File: config.mk
export PLATFORM = sky130hd
export DESIGN_NAME = breadboard_sweep_flat
export DESIGN_NICKNAME = d
export VERILOG_FILES = /design/src/rtl/breadboard_sweep_if.sv /design/src/rtl/breadboard_sweep.sv /design/src/flat_wrapper.sv
export SDC_FILE = /design/constraint.sdc
export NUM_CORES = 1
export LEC_CHECK = 0
export CORE_UTILIZATION = 45
export CTS_BUF_LIST = sky130_fd_sc_hd__clkbuf_4
export DETAILED_ROUTE_END_ITERATION = 10
export SLEW_MARGIN = 0
export SYNTH_ARGS = -nofsm -noshare
export SYNTH_HDL_FRONTEND = slang
export SYNTH_SLANG_ARGS = --single-unit
File: constraint.sdc
create_clock -name clk -period 11 [get_ports clk]
set_input_delay 1.1 -clock clk [delete_from_list [all_inputs] [get_ports clk]]
set_output_delay 1.1 -clock clk [all_outputs]
set_load 0.05 [all_outputs]
File: src/rtl/breadboard_sweep_if.sv
// Sweep output stream: one row index and its function values per beat.
// Latency: none (wires only).
// Backpressure: valid/ready; the master holds row/f stable while valid & !ready.
interface breadboard_sweep_if #(
  parameter int N_IN = 4,
  parameter int N_FN = 10
);
  logic            valid;
  logic            ready;
  logic [N_IN-1:0] row;
  logic [N_FN-1:0] f;

  modport master (output valid, output row, output f, input ready);
  modport slave  (input valid, input row, input f, output ready);
endinterface

File: src/rtl/breadboard_sweep.sv
// Runtime-loadable N_FN x 2^N_IN truth tables, evaluated live or by a full row sweep.
// Latency: 1 cycle from in_vec / start / accepted beat to registered row and f.
// Backpressure: sweep beats hold stable until out.ready; no beat is dropped or repeated.
module breadboard_sweep #(
  parameter int N_IN  = 4,
  parameter int N_FN  = 10,
  parameter int SEL_W = 4
) (
  input  logic                   clk,
  input  logic                   reset,
  input  logic [N_IN-1:0]        in_vec,
  input  logic                   cfg_we,
  input  logic [SEL_W-1:0]       cfg_sel,
  input  logic [(1<<N_IN)-1:0]   cfg_table,
  input  logic                   start,
  breadboard_sweep_if.master     out,
  output logic                   busy,
  output logic                   done
);

  localparam int DEPTH = 1 << N_IN;
  localparam logic [N_IN-1:0] LAST_ROW = '1;

  typedef enum logic [1:0] {S_IDLE, S_SWEEP, S_DONE} state_t;

  state_t                          state;
  logic [N_FN-1:0][DEPTH-1:0]      tbl;
  logic [N_IN-1:0]                 row_nxt;

  // Column read of every function's table at one row.
  function automatic logic [N_FN-1:0] eval(input logic [N_IN-1:0] r);
    logic [N_FN-1:0] v;
    v = '0;
    for (int j = 0; j < N_FN; j++) v[j] = tbl[j][r];
    return v;
  endfunction

  // Next sweep row; only used when the current row is not the last, so it never wraps.
  always_comb begin
    row_nxt = out.row + 1'b1;
  end

  // Single FSM: table writes, direct evaluation, and the handshaked row sweep.
  always_ff @(posedge clk or posedge reset) begin
    if (reset) begin
      state     <= S_IDLE;
      tbl       <= '0;
      out.valid <= 1'b0;
      out.row   <= '0;
      out.f     <= '0;
      busy      <= 1'b0;
      done      <= 1'b0;
    end else begin
      case (state)
        S_IDLE: begin
          // Direct mode sees the tables as they were before a same-edge write.
          out.row   <= in_vec;
          out.f     <= eval(in_vec);
          out.valid <= 1'b0;
          if (cfg_we) begin
            // A write wins over start; out-of-range selects are dropped.
            if (int'(cfg_sel) < N_FN) tbl[cfg_sel] <= cfg_table;
          end else if (start) begin
            state     <= S_SWEEP;
            out.row   <= '0;
            out.f     <= eval('0);
            out.valid <= 1'b1;
            busy      <= 1'b1;
          end
        end
        S_SWEEP: begin
          if (out.valid && out.ready) begin
            if (out.row == LAST_ROW) begin
              out.valid <= 1'b0;
              done      <= 1'b1;
              state     <= S_DONE;
            end else begin
              out.row <= row_nxt;
              out.f   <= eval(row_nxt);
            end
          end
        end
        S_DONE: begin
          done  <= 1'b0;
          busy  <= 1'b0;
          state <= S_IDLE;
        end
        default: state <= S_IDLE;
      endcase
    end
  end

endmodule

File: src/flat_wrapper.sv
// flat-port wrapper written by rule: the top's interface ports become plain ports
module breadboard_sweep_flat 
#(
  parameter int N_IN  = 4,
  parameter int N_FN  = 10,
  parameter int SEL_W = 4
)
  (clk, reset, in_vec, cfg_we, cfg_sel, cfg_table, start, busy, done, out_valid, out_row, out_f, out_ready);
  breadboard_sweep_if #(.N_IN(N_IN), .N_FN(N_FN)) out_i ();
  input  logic clk;
  input  logic reset;
  input  logic [N_IN-1:0] in_vec;
  input  logic cfg_we;
  input  logic [SEL_W-1:0] cfg_sel;
  input  logic [(1<<N_IN)-1:0] cfg_table;
  input  logic start;
  output logic busy;
  output logic done;
  output wire logic [$bits(out_i.valid)-1:0] out_valid;
  output wire logic [$bits(out_i.row)-1:0] out_row;
  output wire logic [$bits(out_i.f)-1:0] out_f;
  input wire logic [$bits(out_i.ready)-1:0] out_ready;
  assign out_valid = out_i.valid;
  assign out_row = out_i.row;
  assign out_f = out_i.f;
  assign out_i.ready = out_ready;
  breadboard_sweep #(.N_IN(N_IN), .N_FN(N_FN), .SEL_W(SEL_W)) u_core (.clk(clk), .reset(reset), .in_vec(in_vec), .cfg_we(cfg_we), .cfg_sel(cfg_sel), .cfg_table(cfg_table), .start(start), .out(out_i), .busy(busy), .done(done));
endmodule
==> key figures <==
Place
  – HPWL Detailed: 16000 um
  – Routability cong.: ~0.83
  – Port bufs: 45
  – Number of placed cells counting well taps: 940

Hold path
  – Min-delay worst type: flop to flop

Timing
  – Final hold violation count: 0
  – Actual transition at the worst max-transition pin: roughly 1100 ps
  – Total negative setup slack: 0 ps
  – Share of the clock period used by the worst path: 0.335
  – Max Clock Skew: a little under 30 ps
  – Fmax: around 270 MHz
  – Max-slew violation total from the final report: 0
  – Final Hold Slack: 543 ps
  – Count of final setup violators: 0
  – Minimum clock period after layout: 3690 ps
  – Unrepaired setup endpoints after global routing: no
  – Max-slew headroom: 0.291

Drt
  – Count of antenna-violating nets left after detailed routing: 0
  – Via count: between 6000 and 7000
  – First-iteration detailed-routing DRC count: approximately 330
  – Sum of routed wire length over all layers: around 25000 um
  – Detailed-route wire length per cell: 25.4 um
  – Number of optimization iterations in the first detailed-route pass: 5
  – Per-cell via count in the routed design: around 6.3
  – Detailed-route DRC error count: 0

Floorplanning
  – Count of boundary I/O pins: between 40 and 50
  – Number of placement rows: 53
  – Horiz. Die Dim: ~150 um
  – Total core area: around 21000 um2
  – Floorplan die area: 22000 um2
  – Die Height: about 150 um
  – Initial Utilization: 0.459

Critical path
  – Setup crit start kind: flop
  – Data arrival at the endpoint of the critical path: about 2600 ps
  – Highest fanout seen on the critical path: 44
  – Startpoint of the lowest-slack register-to-register path: u_core.out.row[1]
  – First element of the critical path: u_core.out.row[0]
  – Register-to-Register Setup Slack: about 8000 ps
  – CP Class: flop to output port
  – Slowest library cell on the worst path: sky130_fd_sc_hd__clkdlybuf4s50_1
  – Crit-path cells: buf_4 > clkdlybuf4s50_1
  – Kind of end point of the critical path: output port
  – R2R cell count: 6
  – Required time of the critical path: ~9900 ps
  – FF-to-FF End: u_core.out.f[5]
  – End point of the critical path: out_row[0]
  – Crit-path max cell delay: around 940 ps

Synthesis
  – Syn Std Cell Area: 9620 um2
  – Cell taking the most area after synthesis: sky130_fd_sc_hd__dfrtp_1
  – Synth Register Bits: between 150 and 200
  – Number of enable flip-flop cells after synthesis: 0
  – Gate Count Post-Synth: 672
  – Sequential-to-total area share from yosys stat: 0.466
  – Most frequently used flop master after synthesis: sky130_fd_sc_hd__dfrtp_1
  – Net count after synthesis: between 700 and 800
  – Area share of the largest cell type after synthesis: 0.466
  – Total of warnings raised by yosys: 0
  – Distinct cell type count of the synthesized netlist: between 40 and 50
  – Average cell area after synthesis: 14.3 um2
  – Async SR Flop Fraction: 1.00
  – Top cells by area, synth: sky130_fd_sc_hd__dfrtp_1 (47%), sky130_fd_sc_hd__mux2_2 (22%), sky130_fd_sc_hd__mux4_2 (14%)

Clocking
  – Total number of clock tree sinks: between 150 and 200
  – CTS buffer count: 17
  – Number of hold-repair buffers added at the cts stage: 0
  – Number of cells upsized or downsized after cts: 0
  – Worst-path clk slew: about 140 ps
  – Maximum root-to-sink buffer count: 2
  – Cell chosen for the clock root: sky130_fd_sc_hd__clkbuf_4
  – CTS tree: built
  – Total setup buffers inserted after CTS: 0
  – Clk Latency, worst-skew pair: approximately 590 ps
  – Count of H-tree levels built during CTS: 4

Layout
  – Fraction of layout instances using a drive strength above 1: 0.458
  – Number of standard cells in the layout, taps in and fillers out: between 900 and 1000
  – Number of nets in the layout: approximately 700
  – Synth-to-layout area growth: 9.18%
  – Utilization after layout: 0.501

Global route
  – Number of antenna violations at the first check in global routing: 1
  – Busiest grt layer: met2
  – Met1 demand-to-capacity share in global routing: 0.319
  – Overflow left after global routing: 0
  – Maximum number of pins on one net before global-route repair: 100
  – GR met2 Demand/Resource: 0.399
  – GR Util met3: 0.0479
  – First-pass GRT wire length: between 30000 and 40000 um
  – Total routing resource utilization after global routing: 0.242
  – Vias in the first global route: around 6600

Power and ir drop
  – Maximum resistive drop on vdd: 0.000141 V
  – Total leakage power: approximately 0.0046 uW
  – PD cells: 227 nW/um2

Job
  – Max-Cap Viols: 0

Outcome
  – Outcome: complete, no violations
-- worst max-delay path, delay by kind of cell (launching register included) --
family	cells	cell delay (ps)
buf+inv	2	1590
flops	1	390
-- how the worst min path moves through the flow --
stage | startpoint | end | slack [ps] | cells past startpoint
finish | u_core.tbl[158] | u_core.tbl[158] | 540 | 1
global route | u_core.tbl[54] | u_core.tbl[54] | 560 | 1
CTS | u_core.tbl[158] | u_core.tbl[158] | 540 | 1
detailed placement | u_core.tbl[83] | u_core.tbl[83] | 510 | 1
global placement | u_core.tbl[85] | u_core.tbl[85] | 500 | 1
floorplan | u_core.tbl[51] | u_core.tbl[51] | 490 | 1
-- cells by family (layout without fill, tap and decap cells) --
group / Yosys count / after routing / share of synthesized area
mux: 280 / 280 / 0.399
buf+inv: 67 / 92 / 0.0349
compound gates: 66 / 66 / 0.0515
flops: 179 / 179 / 0.466
simple gates: 77 / 77 / 0.0454
other cells: 0 / 1 / 0
fa+ha+maj: 1 / 1 / 0.00130
xor+xnor: 2 / 2 / 0.00182
-- placed cells by master, fill, tap and decap left out, types with 4 or more instances in the layout --
cell type,n
sky130_fd_sc_hd__a221oi_1,10
sky130_fd_sc_hd__a22oi_1,22
sky130_fd_sc_hd__buf_4,13
sky130_fd_sc_hd__clkbuf_4,18
sky130_fd_sc_hd__clkdlybuf4s50_1,44
sky130_fd_sc_hd__dfrtp_1,178
sky130_fd_sc_hd__mux2_2,190
sky130_fd_sc_hd__mux2_4,10
sky130_fd_sc_hd__mux2i_1,20
sky130_fd_sc_hd__mux4_2,60
sky130_fd_sc_hd__nand2_1,22
sky130_fd_sc_hd__nand2b_1,4
sky130_fd_sc_hd__nand3_1,4
sky130_fd_sc_hd__nor2_1,11
sky130_fd_sc_hd__nor2b_1,12
sky130_fd_sc_hd__nor3_2,4
sky130_fd_sc_hd__o2111ai_1,9
sky130_fd_sc_hd__o21ai_0,4
sky130_fd_sc_hd__o22ai_1,9
sky130_fd_sc_hd__or2_2,4
-- power by group --
part           internal (uW)  switching [uW]
clock network            158             234
registers                840             152
logic                    523             480
-- sequential cells by signal (all words and copies together), names as in the netlist --
register	cells
u_core.busy	1
u_core.tbl	160
u_core.out.row	4
u_core.out.valid	1
u_core.done	1
u_core.out.f	10
u_core.state	2
-- cell usage after synthesis (all sizes together), types with 4 or more instances --
library cell,instances
nand2,22
o2111ai,9
mux2i,20
or2,4
a221oi,10
nand3,4
nor2,12
o21ai,4
nor2b,12
buf,55
o22ai,9
dfrtp,179
nand2b,4
a21oi,4
mux2,200
clkbuf,9
nor3,7
mux4,60
a22oi,22
-- metal layers --
metal  up-vias  part of all wire
met5         -                 0
met3        45             0.045
met2       174              0.50
li1       2596                 -
met1      3277              0.43
met4         0             0.025
-- cell type report --
type | count | area, um2
multi-input combinational | 426 | 4820
clock inverter | 14 | 160
timing repair buffer | 57 | 538
antenna | 1 | 2.50
fill | 1870 | 10500
inverter | 3 | 16.3
clock buffer | 18 | 135
sequential | 179 | 4480
tap | 275 | 344
-- stage by stage --
stage | worst slack, ps | instance area (um2) | total power, uW
global route | 7180 | 10500 | 2520
detailed placement | 7560 | 10200 | 2010
global placement | 7660 | 10200 | 1980
floorplan | 5040 | 9620 | 1740
finish | 7310 | 10500 | 2390
CTS | 7260 | 10500 | 2410
Power figures use the tool's default switching activity.
